===== src/rtl/store_commit_unit.sv =====
// Store commit unit: formats committed stores into word writes, queues them and drives the cache write port.
// Optional macro STORE_COMMIT_BYPASS_EN lets a store reach the cache port in its accept cycle when the queue is idle.
module store_commit_unit #(
    parameter int unsigned FIFO_DEPTH = 4
) (
    input  logic        clk,
    input  logic        reset,
    input  logic        in_write_to_cache,
    input  logic [31:0] in_addr,
    input  logic [31:0] in_data,
    input  logic [2:0]  in_funct3,
    output logic        out_cache_stall,
    output logic        out_cache_req,
    output logic [31:0] out_cache_addr,
    output logic [31:0] out_cache_wdata,
    output logic [3:0]  out_cache_byte_en,
    input  logic        in_cache_ack,
    input  logic        in_cache_hit,
    output logic        out_fill_req,
    input  logic        in_fill_done,
    output logic        out_store_fault,
    output logic [31:0] out_fault_addr,
    output logic        out_drained
);

    localparam int unsigned PW = (FIFO_DEPTH > 1) ? $clog2(FIFO_DEPTH) : 1;
    localparam int unsigned CW = $clog2(FIFO_DEPTH) + 1;

    typedef enum logic {
        RUN  = 1'b0,
        MISS = 1'b1
    } state_t;

    state_t         state;
    logic [PW-1:0]  wr_ptr;
    logic [PW-1:0]  rd_ptr;
    logic [CW-1:0]  count;
    logic [29:0]    mem_addr  [FIFO_DEPTH];
    logic [31:0]    mem_wdata [FIFO_DEPTH];
    logic [3:0]     mem_be    [FIFO_DEPTH];

    logic           fmt_ok;
    logic [3:0]     fmt_be;
    logic [31:0]    fmt_wdata;
    logic           accept;
    logic           empty;
    logic           bypass;
    logic           req_valid;
    logic [31:0]    sel_addr;
    logic [31:0]    sel_wdata;
    logic [3:0]     sel_be;
    logic           hit_ack;
    logic           miss_ack;
    logic           push;
    logic           pop;
    logic           store_fault;
    logic [31:0]    fault_addr;

    always_comb begin
        fmt_ok    = 1'b0;
        fmt_be    = '0;
        fmt_wdata = '0;
        case (in_funct3)
            3'b000: begin
                fmt_ok    = 1'b1;
                fmt_be    = 4'b0001 << in_addr[1:0];
                fmt_wdata = {4{in_data[7:0]}};
            end
            3'b001: begin
                fmt_ok    = ~in_addr[0];
                fmt_be    = in_addr[1] ? 4'b1100 : 4'b0011;
                fmt_wdata = {2{in_data[15:0]}};
            end
            3'b010: begin
                fmt_ok    = (in_addr[1:0] == 2'b00);
                fmt_be    = 4'b1111;
                fmt_wdata = in_data;
            end
            default: ;
        endcase
    end

    assign out_cache_stall = (count == CW'(FIFO_DEPTH));
    assign empty           = (count == '0);
    assign accept          = in_write_to_cache & ~out_cache_stall;

`ifdef STORE_COMMIT_BYPASS_EN
    assign bypass = accept & fmt_ok & empty & (state == RUN);
`else
    assign bypass = 1'b0;
`endif

    assign req_valid = (state == RUN) & (~empty | bypass);
    assign sel_addr  = bypass ? {in_addr[31:2], 2'b00} : {mem_addr[rd_ptr], 2'b00};
    assign sel_wdata = bypass ? fmt_wdata : mem_wdata[rd_ptr];
    assign sel_be    = bypass ? fmt_be : mem_be[rd_ptr];

    assign hit_ack  = req_valid & in_cache_ack & in_cache_hit;
    assign miss_ack = req_valid & in_cache_ack & ~in_cache_hit;
    // A bypassed store that is written immediately never occupies an entry.
    assign pop      = hit_ack & ~bypass;
    assign push     = accept & fmt_ok & ~(bypass & hit_ack);

    assign out_cache_req     = req_valid;
    assign out_cache_addr    = req_valid ? sel_addr  : '0;
    assign out_cache_wdata   = req_valid ? sel_wdata : '0;
    assign out_cache_byte_en = req_valid ? sel_be    : '0;
    assign out_fill_req      = (state == MISS);
    assign out_store_fault   = store_fault;
    assign out_fault_addr    = fault_addr;
    assign out_drained       = empty & (state == RUN) & ~in_write_to_cache;

    always_ff @(posedge clk) begin
        if (push) begin
            mem_addr[wr_ptr]  <= in_addr[31:2];
            mem_wdata[wr_ptr] <= fmt_wdata;
            mem_be[wr_ptr]    <= fmt_be;
        end
    end

    always_ff @(posedge clk or posedge reset) begin
        if (reset) begin
            state       <= RUN;
            wr_ptr      <= '0;
            rd_ptr      <= '0;
            count       <= '0;
            store_fault <= 1'b0;
            fault_addr  <= '0;
        end else begin
            if (push) wr_ptr <= wr_ptr + PW'(1);
            if (pop)  rd_ptr <= rd_ptr + PW'(1);
            count       <= count + CW'(push) - CW'(pop);
            store_fault <= accept & ~fmt_ok;
            if (accept & ~fmt_ok) fault_addr <= in_addr;
            case (state)
                RUN:     if (miss_ack) state <= MISS;
                MISS:    if (in_fill_done) state <= RUN;
                default: state <= RUN;
            endcase
        end
    end

endmodule


===== config.mk =====
export PLATFORM = sky130hd
export DESIGN_NAME = store_commit_unit
export DESIGN_NICKNAME = d
export VERILOG_FILES = /design/src/rtl/store_commit_unit.sv
export SDC_FILE = /design/constraint.sdc
export NUM_CORES = 1
export LEC_CHECK = 0
export ABC_AREA = 1
export CAP_MARGIN = 20
export CORE_ASPECT_RATIO = 0.5
export CORE_UTILIZATION = 55
export DETAILED_ROUTE_END_ITERATION = 7
export GPL_TIMING_DRIVEN = 0
export PLACE_DENSITY = 0.81
export SYNTH_ARGS = -nofsm -noshare
export SYNTH_HDL_FRONTEND = slang
export SYNTH_SLANG_ARGS = --single-unit

===== constraint.sdc =====
create_clock -name clk -period 5.6 [get_ports clk]
set_input_delay 1.12 -clock clk [delete_from_list [all_inputs] [get_ports clk]]
set_output_delay 1.12 -clock clk [all_outputs]
set_load 0.01 [all_outputs]

# Yosys cells after proc, flatten, opt, wreduce, memory -nomap -nowiden
# Memory sizes are Yosys's and may differ from the RTL's.
# Cells that the tools add are included.
# word_totals
regBits	41
ram_bits	264
inputBits	73
out_inout_bits	105
elab_cells	48
n_memories	3
# op_classes
addsub	4
n_eq_ne	3
n_shift	1
mux	12
bitwise	16
n_reduce_logical	3
# memory_table
memory	depth	width	read_ports	rd_clocked_by_memory_dff	write_ports	line_no	rtl
mem_wdata	4	32	1	0	1	39	logic [31:0] mem_wdata [FIFO_DEPTH];
mem_addr	4	30	1	0	1	38	logic [29:0] mem_addr [FIFO_DEPTH];
mem_be	4	4	1	0	1	40	logic [3:0] mem_be [FIFO_DEPTH];
# ops
cell	n
$pmux 32 s3	1
$mux 32	2
$pmux 4 s3	1
$and 1x1->1	9
$mux 4	2
$not 1->1	7
$logic_not 3->1	2
$add 2x1->2 const B	2
$mux 1	4
$shl 1x2->4 const A	1
$add 3x1->3	1
$eq 3x1->1 const B	1
$eq 3x2->1 const B	1
$eq 3x3->1 const B	1
$pmux 1 s3	1
$sub 3x1->3	1
$logic_not 2->1	1
$pmux 1 s2	1

# Logic depth before layout (Yosys ltp)
# Gate-level depths: netlist of run 1.
# depth
depth_word	7
ltp_mapped	10
ltp_nobuf	10

# Worst setup path before layout of run 1
# OpenSTA, ideal clock, no wires.
# synth_path
kind	input-to-reg
start	in in_funct3[2]
end	mem mem_addr[0][0] (enable)
setup_time_ps	491
arrival_time_ps	4482
slack_ps	627
cell_stages	5
path_buffers	0
cell_sequence	nor2_1 -> nand3_2 -> nand2_1 -> nand2_1 -> nor2_1
# synth_via
elab_chain_len	5
# synth_lines
element	line_no	rtl
start, declared	11	input logic [2:0] in_funct3,
$eq 3x2->1 (tied with other cells)	63	case (in_funct3)
$pmux 1 s3 *	63	
$and 1x1->1 *	102	assign push = accept & fmt_ok & ~(bypass & hit_ack);
$mux 1 *	114	if (push) begin
$mux 1 (not written as such) *	115	mem_addr[wr_ptr] <= in_addr[31:2];
end, declared	38	
# Mark *: on every way between the ends. The rest lies on a longest branch, timed or not.

# Worst setup path after layout of run 1
# layout_path
start	reg rd_ptr[0]
end	out out_cache_wdata[16]
# layout_via
elab_chain_len	2
# layout_lines
element	line_no	rtl
start, declared	36	logic [PW-1:0] rd_ptr;
start signal, assigned	131	if (pop) rd_ptr <= rd_ptr + PW'(1);
$mem_v2 4x32	n/a	
$mux 32	106	assign out_cache_wdata = req_valid ? sel_wdata : '0;
end, declared	15	output logic [31:0] out_cache_wdata,
# No other way between the ends.

==> results of run 1 <==
power groups by stage:
stage          Sequential [uW]  Combinational (uW)  Clock [uW]
2_1_floorplan             2860                1510           0
3_3_place_gp              2830                2970           0
3_5_place_dp              2820                3090           0
4_1_cts                   2780                3120        1830
5_1_grt                   2790                3370        1920
6_report                  2780                3130        1820
per-layer routing:
| metal | track usage [%] | up-vias | part of all wire, % |
|---|---|---|---|
| met5 | 0 | - | 0 |
| met4 | 10.08 | 0 | 2.8 |
| met3 | 5.021 | 74 | 9.3 |
| met2 | 47.83 | 542 | 48 |
| met1 | 38.84 | 4593 | 40 |
| li1 | - | 4214 | - |
metrics by stage:
stage	hold WS, ps	utilization (%)	total power [uW]	setup slack (ps)
6_report	471.2	71.57	7727	1585
4_1_cts	475.9	71.55	7728	1623
3_3_place_gp	455.5	66.64	5805	-2403
5_1_grt	498.9	71.57	8077	1497
2_1_floorplan	492.3	-	4365	627.1
3_5_place_dp	458.5	67.66	5907	1384
worst max-delay path, cell delays in order, from the launching register on:
cell and delay (ps):
dfrtp_1 370, buf_4 180, clkinv_2 160, buf_6 180, clkbuf_1 410, o21ai_0 170
a21oi_1 280, clkdlybuf4s50_1 590
worst paths after layout:
kind                                                start                             end  slack (ps)  depth (start not counted)
max in group asynchronous                           reset           wr_ptr[0]$_DFFE_PP0P_        4210                          3
hold reg to reg            out_fault_addr[26]$_DFFE_PP0P_  out_fault_addr[26]$_DFFE_PP0P_         470                          2
setup / recovery                    rd_ptr[0]$_DFFE_PP0P_             out_cache_wdata[16]        1590                          7
hold / removal             out_fault_addr[26]$_DFFE_PP0P_  out_fault_addr[26]$_DFFE_PP0P_         470                          2
setup reg to reg                       count[1]$_DFF_PP0_      mem_wdata[1][10]$_DFFE_PP_        2840                          6
min in group asynchronous                           reset  out_fault_addr[18]$_DFFE_PP0P_         900                          2
logic make-up (layout without fill, tap and decap cells):
group / count (synthesis) / in the layout
compound gates: 215 / 215
xor+xnor: 2 / 2
flops: 305 / 305
fa+ha+maj: 7 / 7
other cells: 1 / 3
buf+inv: 99 / 330
simple gates: 464 / 464
layout make-up:
class                           count  share of cell area (%)
Sequential cell                   305                   56.96
Multi-Input combinational cell    690                   19.76
Timing Repair Buffer              184                   12.38
Clock buffer                       34                   4.529
Tap cell                          300                   2.388
Buffer                             67                   2.284
Clock inverter                     13                  0.9074
Inverter                           32                  0.7720
Antenna cell                        1                 0.01592
flip-flops by register name, indices dropped and copies added, names as in the netlist:
register         flops
rd_ptr               2
mem_addr           120
out_store_fault      1
mem_be              16
wr_ptr               2
out_fault_addr      32
count                3
mem_wdata          128
out_fill_req         1
Yosys cell counts:
master / count
a21oi_1: 67
a21oi_2: 1
a21oi_4: 1
buf_1: 4
buf_2: 26
buf_4: 7
buf_6: 6
clkbuf_1: 21
clkbuf_2: 3
clkinv_1: 1
clkinv_2: 1
conb_1: 1
dfrtp_1: 41
edfxtp_1: 264
fa_1: 1
ha_1: 6
inv_1: 28
inv_2: 2
nand2_1: 129
nand3_1: 9
nand3_2: 2
nand3b_1: 1
nand4_1: 33
nor2_1: 286
nor2_2: 2
nor3_1: 1
o211ai_1: 2
o21ai_0: 144
or2_2: 1
xnor2_1: 1
xor2_1: 1
cells in the final DEF (no fill, tap or decap), types with 4 or more instances in the layout:
cell type,n
a21oi_1,67
buf_1,4
buf_12,7
buf_2,26
buf_4,7
buf_6,6
clkbuf_1,27
clkbuf_16,27
clkdlybuf4s50_1,175
clkinv_1,6
clkinv_2,4
dfrtp_1,41
edfxtp_1,264
ha_1,6
inv_1,27
nand2_1,129
nand3_1,9
nand4_1,33
nor2_1,282
nor2_4,4
o21ai_0,144
==> results_dict.tcl, run 1 <==
set metrics [dict create \
    worst_pin_slew_ps 764.5 \
    cts_resized 0 \
    required_ps 4480 \
    num_io_pins 178 \
    hold_buffers 0 \
    syn_area_mm2 0.01251 \
    netlist_instances 1093 \
    multi_input_area_mm2 0.003107 \
    drv_slew 0 \
    via_per_inst 5.795 \
    area_growth_syn_to_layout_pct 25.69 \
    synth_top_family_by_area "simple AND/OR/NAND/NOR gates" \
    coreArea_mm2 0.02197 \
    hpwl_mm 22.20 \
    syn_area_per_cell_um2 11.44 \
    die_w_um 215.3 \
    first_iter_violations 1107 \
    ys_warn_count 0 \
    die_area_mm2 0.02338 \
    ir_drop_uv 300.3 \
    hold_violations 0 \
    grt_pass1_wl_mm 51.21 \
    synth_top_area_cell "edfxtp_1" \
    synth-compound-area-share_pct 8.764 \
    combPwrFrac_pct 40.5 \
    outcome "finished, final reports clean" \
    first_pass_iters 6 \
    clk_path_buf_depth 3 \
    min_path_type "reg -> reg" \
    p_switching_uw 2690 \
    io_buffers 175 \
    power.internal_uw 5037 \
    grt_pass1_vias 9295 \
    startpoint_type "flip-flop" \
    synth-xor-area-share_pct 0.1401 \
    cts_tree "built" \
    netSwitchingFraction_pct 34.82 \
    crit_type "reg -> out" \
    clock.fmax_ghz 0.2491 \
    post-route-period-util_pct 71.69 \
    arrival_ps 2890 \
    fin_worst_skew_ps 15.77 \
    p_leak_uw 0.005771 \
    post_drt_wl_per_cell_um 20.75 \
    antenna_found_initial 1 \
    grt_usage_pct 28.73 \
    synth_top_cell_area_share_pct 63.39 \
    layout_min_cycle_time_ps 4015 \
    fin_cells 1626 \
    cap_viol_max_count 0 \
    grt_start_max_net_pins 29 \
    drt-total-wl_mm 33.74 \
    ys_ff_latch 305 \
    power_density_mw_per_mm2 491.5 \
    setup_viol 0 \
    fillers 1501 \
    postRouteAntennaNets 0 \
    synthAdderAreaFrac_pct 0.7603 \
    drc 0 \
    rows 38 \
    clock-root-buffer "clkbuf_16" \
    vias 9423 \
    end_kind "primary output" \
    clk_latency_ps 530 \
    fin_area_mm2 0.01572 \
    setup_tns_ps 0 \
    netlist_top_cells_area "edfxtp_1 63%, nor2_1 8.6%, dfrtp_1 8.2%" \
    cts_made_buffers 26 \
    ys_types 31 \
    synthMuxAreaShare_pct 0 \
    cts.sinks 305 \
    power.share.sequential_pct 35.9 \
    start_util_pct 56.94 \
    synth-simple-area-share_pct 14.88 \
    cts_max_level 1 \
    rsz0062_at_grt "false" \
    path_clk_slew_ps 70 \
    cts_setup_buffers 0 \
    die_h_um 108.6 \
    grt_overflow 0 \
    ys_seq_area_share_pct 71.59 \
    place.gp.congestion 0.8856 \
    nets 1386 \
    cp_max_fo 10 \
    place_area_mm2 0.01486 \
    pwr-share-clk_pct 23.6 \
    placed_cells 1578 \
    slew_headroom_pct 48.91 \
    drive_above_1_share_pct 7.698 \
    seqCellArea_mm2 0.008954 \
]
Note: power is estimated with default switching activity, not from simulation.
==> run 2, diff against run 1 <==
Settings changed: CORE_UTILIZATION 55 to 49, PLACE_DENSITY 0.81 to 0.77.
Clock period 5.6 ns to 3.4 ns, I/O delays scaled along.
==> run 2 against run 1 <==
Net effect: via count is essentially flat; final area is 0.60% higher; setup slack lost 1500 ps; core utilization shrank 7.1 points; flip-flop and latch count unchanged; critical path depth rose by 1; first-iteration DRC count fell by 2.2%; critical endpoint is now out_cache_wdata[17]; largest power group unchanged.
==> results_dict.tcl, run 2 (synthesized netlist as in run 1, its figures left out) <==
set metrics [dict create \
    path_delay_family "buffers and inverters" \
    coreArea_mm2 0.02452 \
    cts.sinks 305 \
    cpMostUsedCell "buf_2" \
    cap_viol_max_count 0 \
    outcome "finished, final reports clean" \
    rows 40 \
    grt_pass1_vias 9311 \
    grt_overflow 0 \
    io_buffers 175 \
    arrival_ps 2670 \
    drt-total-wl_mm 34.40 \
    cts_tree "built" \
    clock.fmax_ghz 0.2988 \
    post_drt_wl_per_cell_um 20.69 \
    min_delay_worst_endpoint "out_fault_addr[8]$_DFFE_PP0P_" \
    cp_slowest_cell "clkdlybuf4s50_1" \
    max_flop_register "mem_wdata" \
    nets 1387 \
    clock-root-buffer "clkbuf_16" \
    cts_max_level 1 \
    fin_worst_skew_ps 11.16 \
    num_io_pins 178 \
    fin_cells 1663 \
    startpoint_type "flip-flop" \
    cts_made_buffers 27 \
    place.gp.congestion 0.8968 \
    crit_buf_inv 5 \
    largest_reg_flops 128 \
    grt_pass1_wl_mm 51.58 \
    layout_common_cells "282 x nor2_1, 264 x edfxtp_1, 170 x clkdlybuf4s50_1" \
    slew_headroom_pct 46.47 \
    hold_buffers 0 \
    p_leak_uw 0.005870 \
    cp_cell_sequence "buf_2 -> inv_1 -> buf_2 -> clkbuf_4 -> nor2_1 -> o21ai_0 -> a21oi_2 -> clkdlybuf4s50_1" \
    rsz0062_at_grt "true" \
    via_per_inst 5.664 \
    drive_above_1_share_pct 9.043 \
    grt_use_met1_pct 34.10 \
    die_h_um 115.0 \
    antennaDiodeCount 0 \
    first_pass_iters 5 \
    crit_cells 8 \
    die_w_um 227.9 \
    r2r_start "count[1]$_DFF_PP0_" \
    hold_depth 2 \
    clk_latency_ps 530 \
    layout_min_cycle_time_ps 3347 \
    hpwl_mm 22.24 \
    setup_viol 0 \
    start_util_pct 51.00 \
    die_area_mm2 0.02621 \
    vias 9420 \
    grt_use_met2_pct 44.43 \
    gr-max-usage-layer "met2" \
    drc 0 \
    placed_cells 1614 \
    grt_start_max_net_pins 30 \
    antenna_found_initial 0 \
    drv_slew 0 \
    first_iter_violations 1083 \
    met3_usage_pct 3.671 \
    hold_violations 0 \
    required_ps 2720 \
    reg2reg_depth 5 \
    postRouteAntennaNets 0 \
    power_density_mw_per_mm2 811.2 \
    end_kind "primary output" \
    setup_tns_ps 0 \
    cts_setup_buffers 0 \
    path_clk_slew_ps 60 \
    area_growth_syn_to_layout_pct 26.45 \
    crit_type "reg -> out" \
    hp-start "out_fault_addr[8]$_DFFE_PP0P_" \
    post-route-period-util_pct 98.43 \
    slowest_delay_ps 570 \
    worst_pin_slew_ps 801.0 \
    fillers 1820 \
    ir_drop_uv 392.8 \
    r2r-end "mem_addr[2][9]$_DFFE_PP_" \
    final_common_cell "nor2_1" \
    min_path_type "reg -> reg" \
    clk_path_buf_depth 3 \
    grt_usage_pct 25.79 \
    cp_max_fo 10 \
    r2r_setup_slack_ps 830 \
]
==> run 2: tightest hold or removal path, stage by stage, from the launching register on <==
cell	delay, ps
dfrtp_1	340
nand2_1	50
nand2_1	50
==> run 2: what timing repair did <==
action	in CTS	in global routing
setup endpoints to repair	35	40
gates resized for setup	5	29
cloned	0	0
pin swaps	0	2
==> run 2: worst max path at each step <==
stage	start	endpoint	slack (ps)
final	rd_ptr[1]$_DFFE_PP0P_	out_cache_wdata[17]	50
after global routing	rd_ptr[1]$_DFFE_PP0P_	out_cache_wdata[17]	-80
after CTS	rd_ptr[1]$_DFFE_PP0P_	out_cache_wdata[18]	10
after detailed placement	in_addr[0]	mem_addr[2][17]$_DFFE_PP_	-180
after global placement	in_addr[0]	mem_addr[2][16]$_DFFE_PP_	-2250
after floorplan	in_funct3[2]	mem_addr[0][0]$_DFFE_PP_	-70
==> run 2: final cells by class <==
cell class                 instances  area [um^2]  share of cell area [%]
buffer                            67        382.9                   2.421
clock buffer                      34        721.9                   4.565
clock inverter                    15        148.9                  0.9415
inverter                          32        121.4                  0.7674
multi-input combinational        690         3122                   19.74
sequential                       305         8954                   56.61
tap                              336        420.4                   2.658
timing repair buffer             184         1944                   12.29
==> run 2: where the power goes <==
part           internal [uW]  switching, uW
Combinational           2190           3010
Clock                   1730           1330
Sequential              4420            157
Total                   8340           4490
==> run 2: metrics by stage <==
stage	hold slack [ps]	setup slack (ps)	instance area [um^2]	util [%]	total power [uW]
after CTS	473.1	10.66	15770	64.31	12800
after global routing	498.7	-80.14	15820	64.49	13410
after detailed placement	458.1	-176.2	14890	60.73	9748
after floorplan	492.3	-70.54	12520	-	7187
final	468.6	53.49	15820	64.49	12830
after global placement	455.7	-2253	14690	59.91	9595
==> run 2: routing by layer <==
| metal | vias to the layer above | routed length (um) | part of all wire [%] |
|---|---|---|---|
| met5 | - | 0 | 0 |
| met4 | 0 | 1049 | 3.0 |
| met3 | 88 | 2856 | 8.3 |
| met2 | 491 | 16910 | 49 |
| met1 | 4623 | 13590 | 39 |
| li1 | 4218 | - | - |
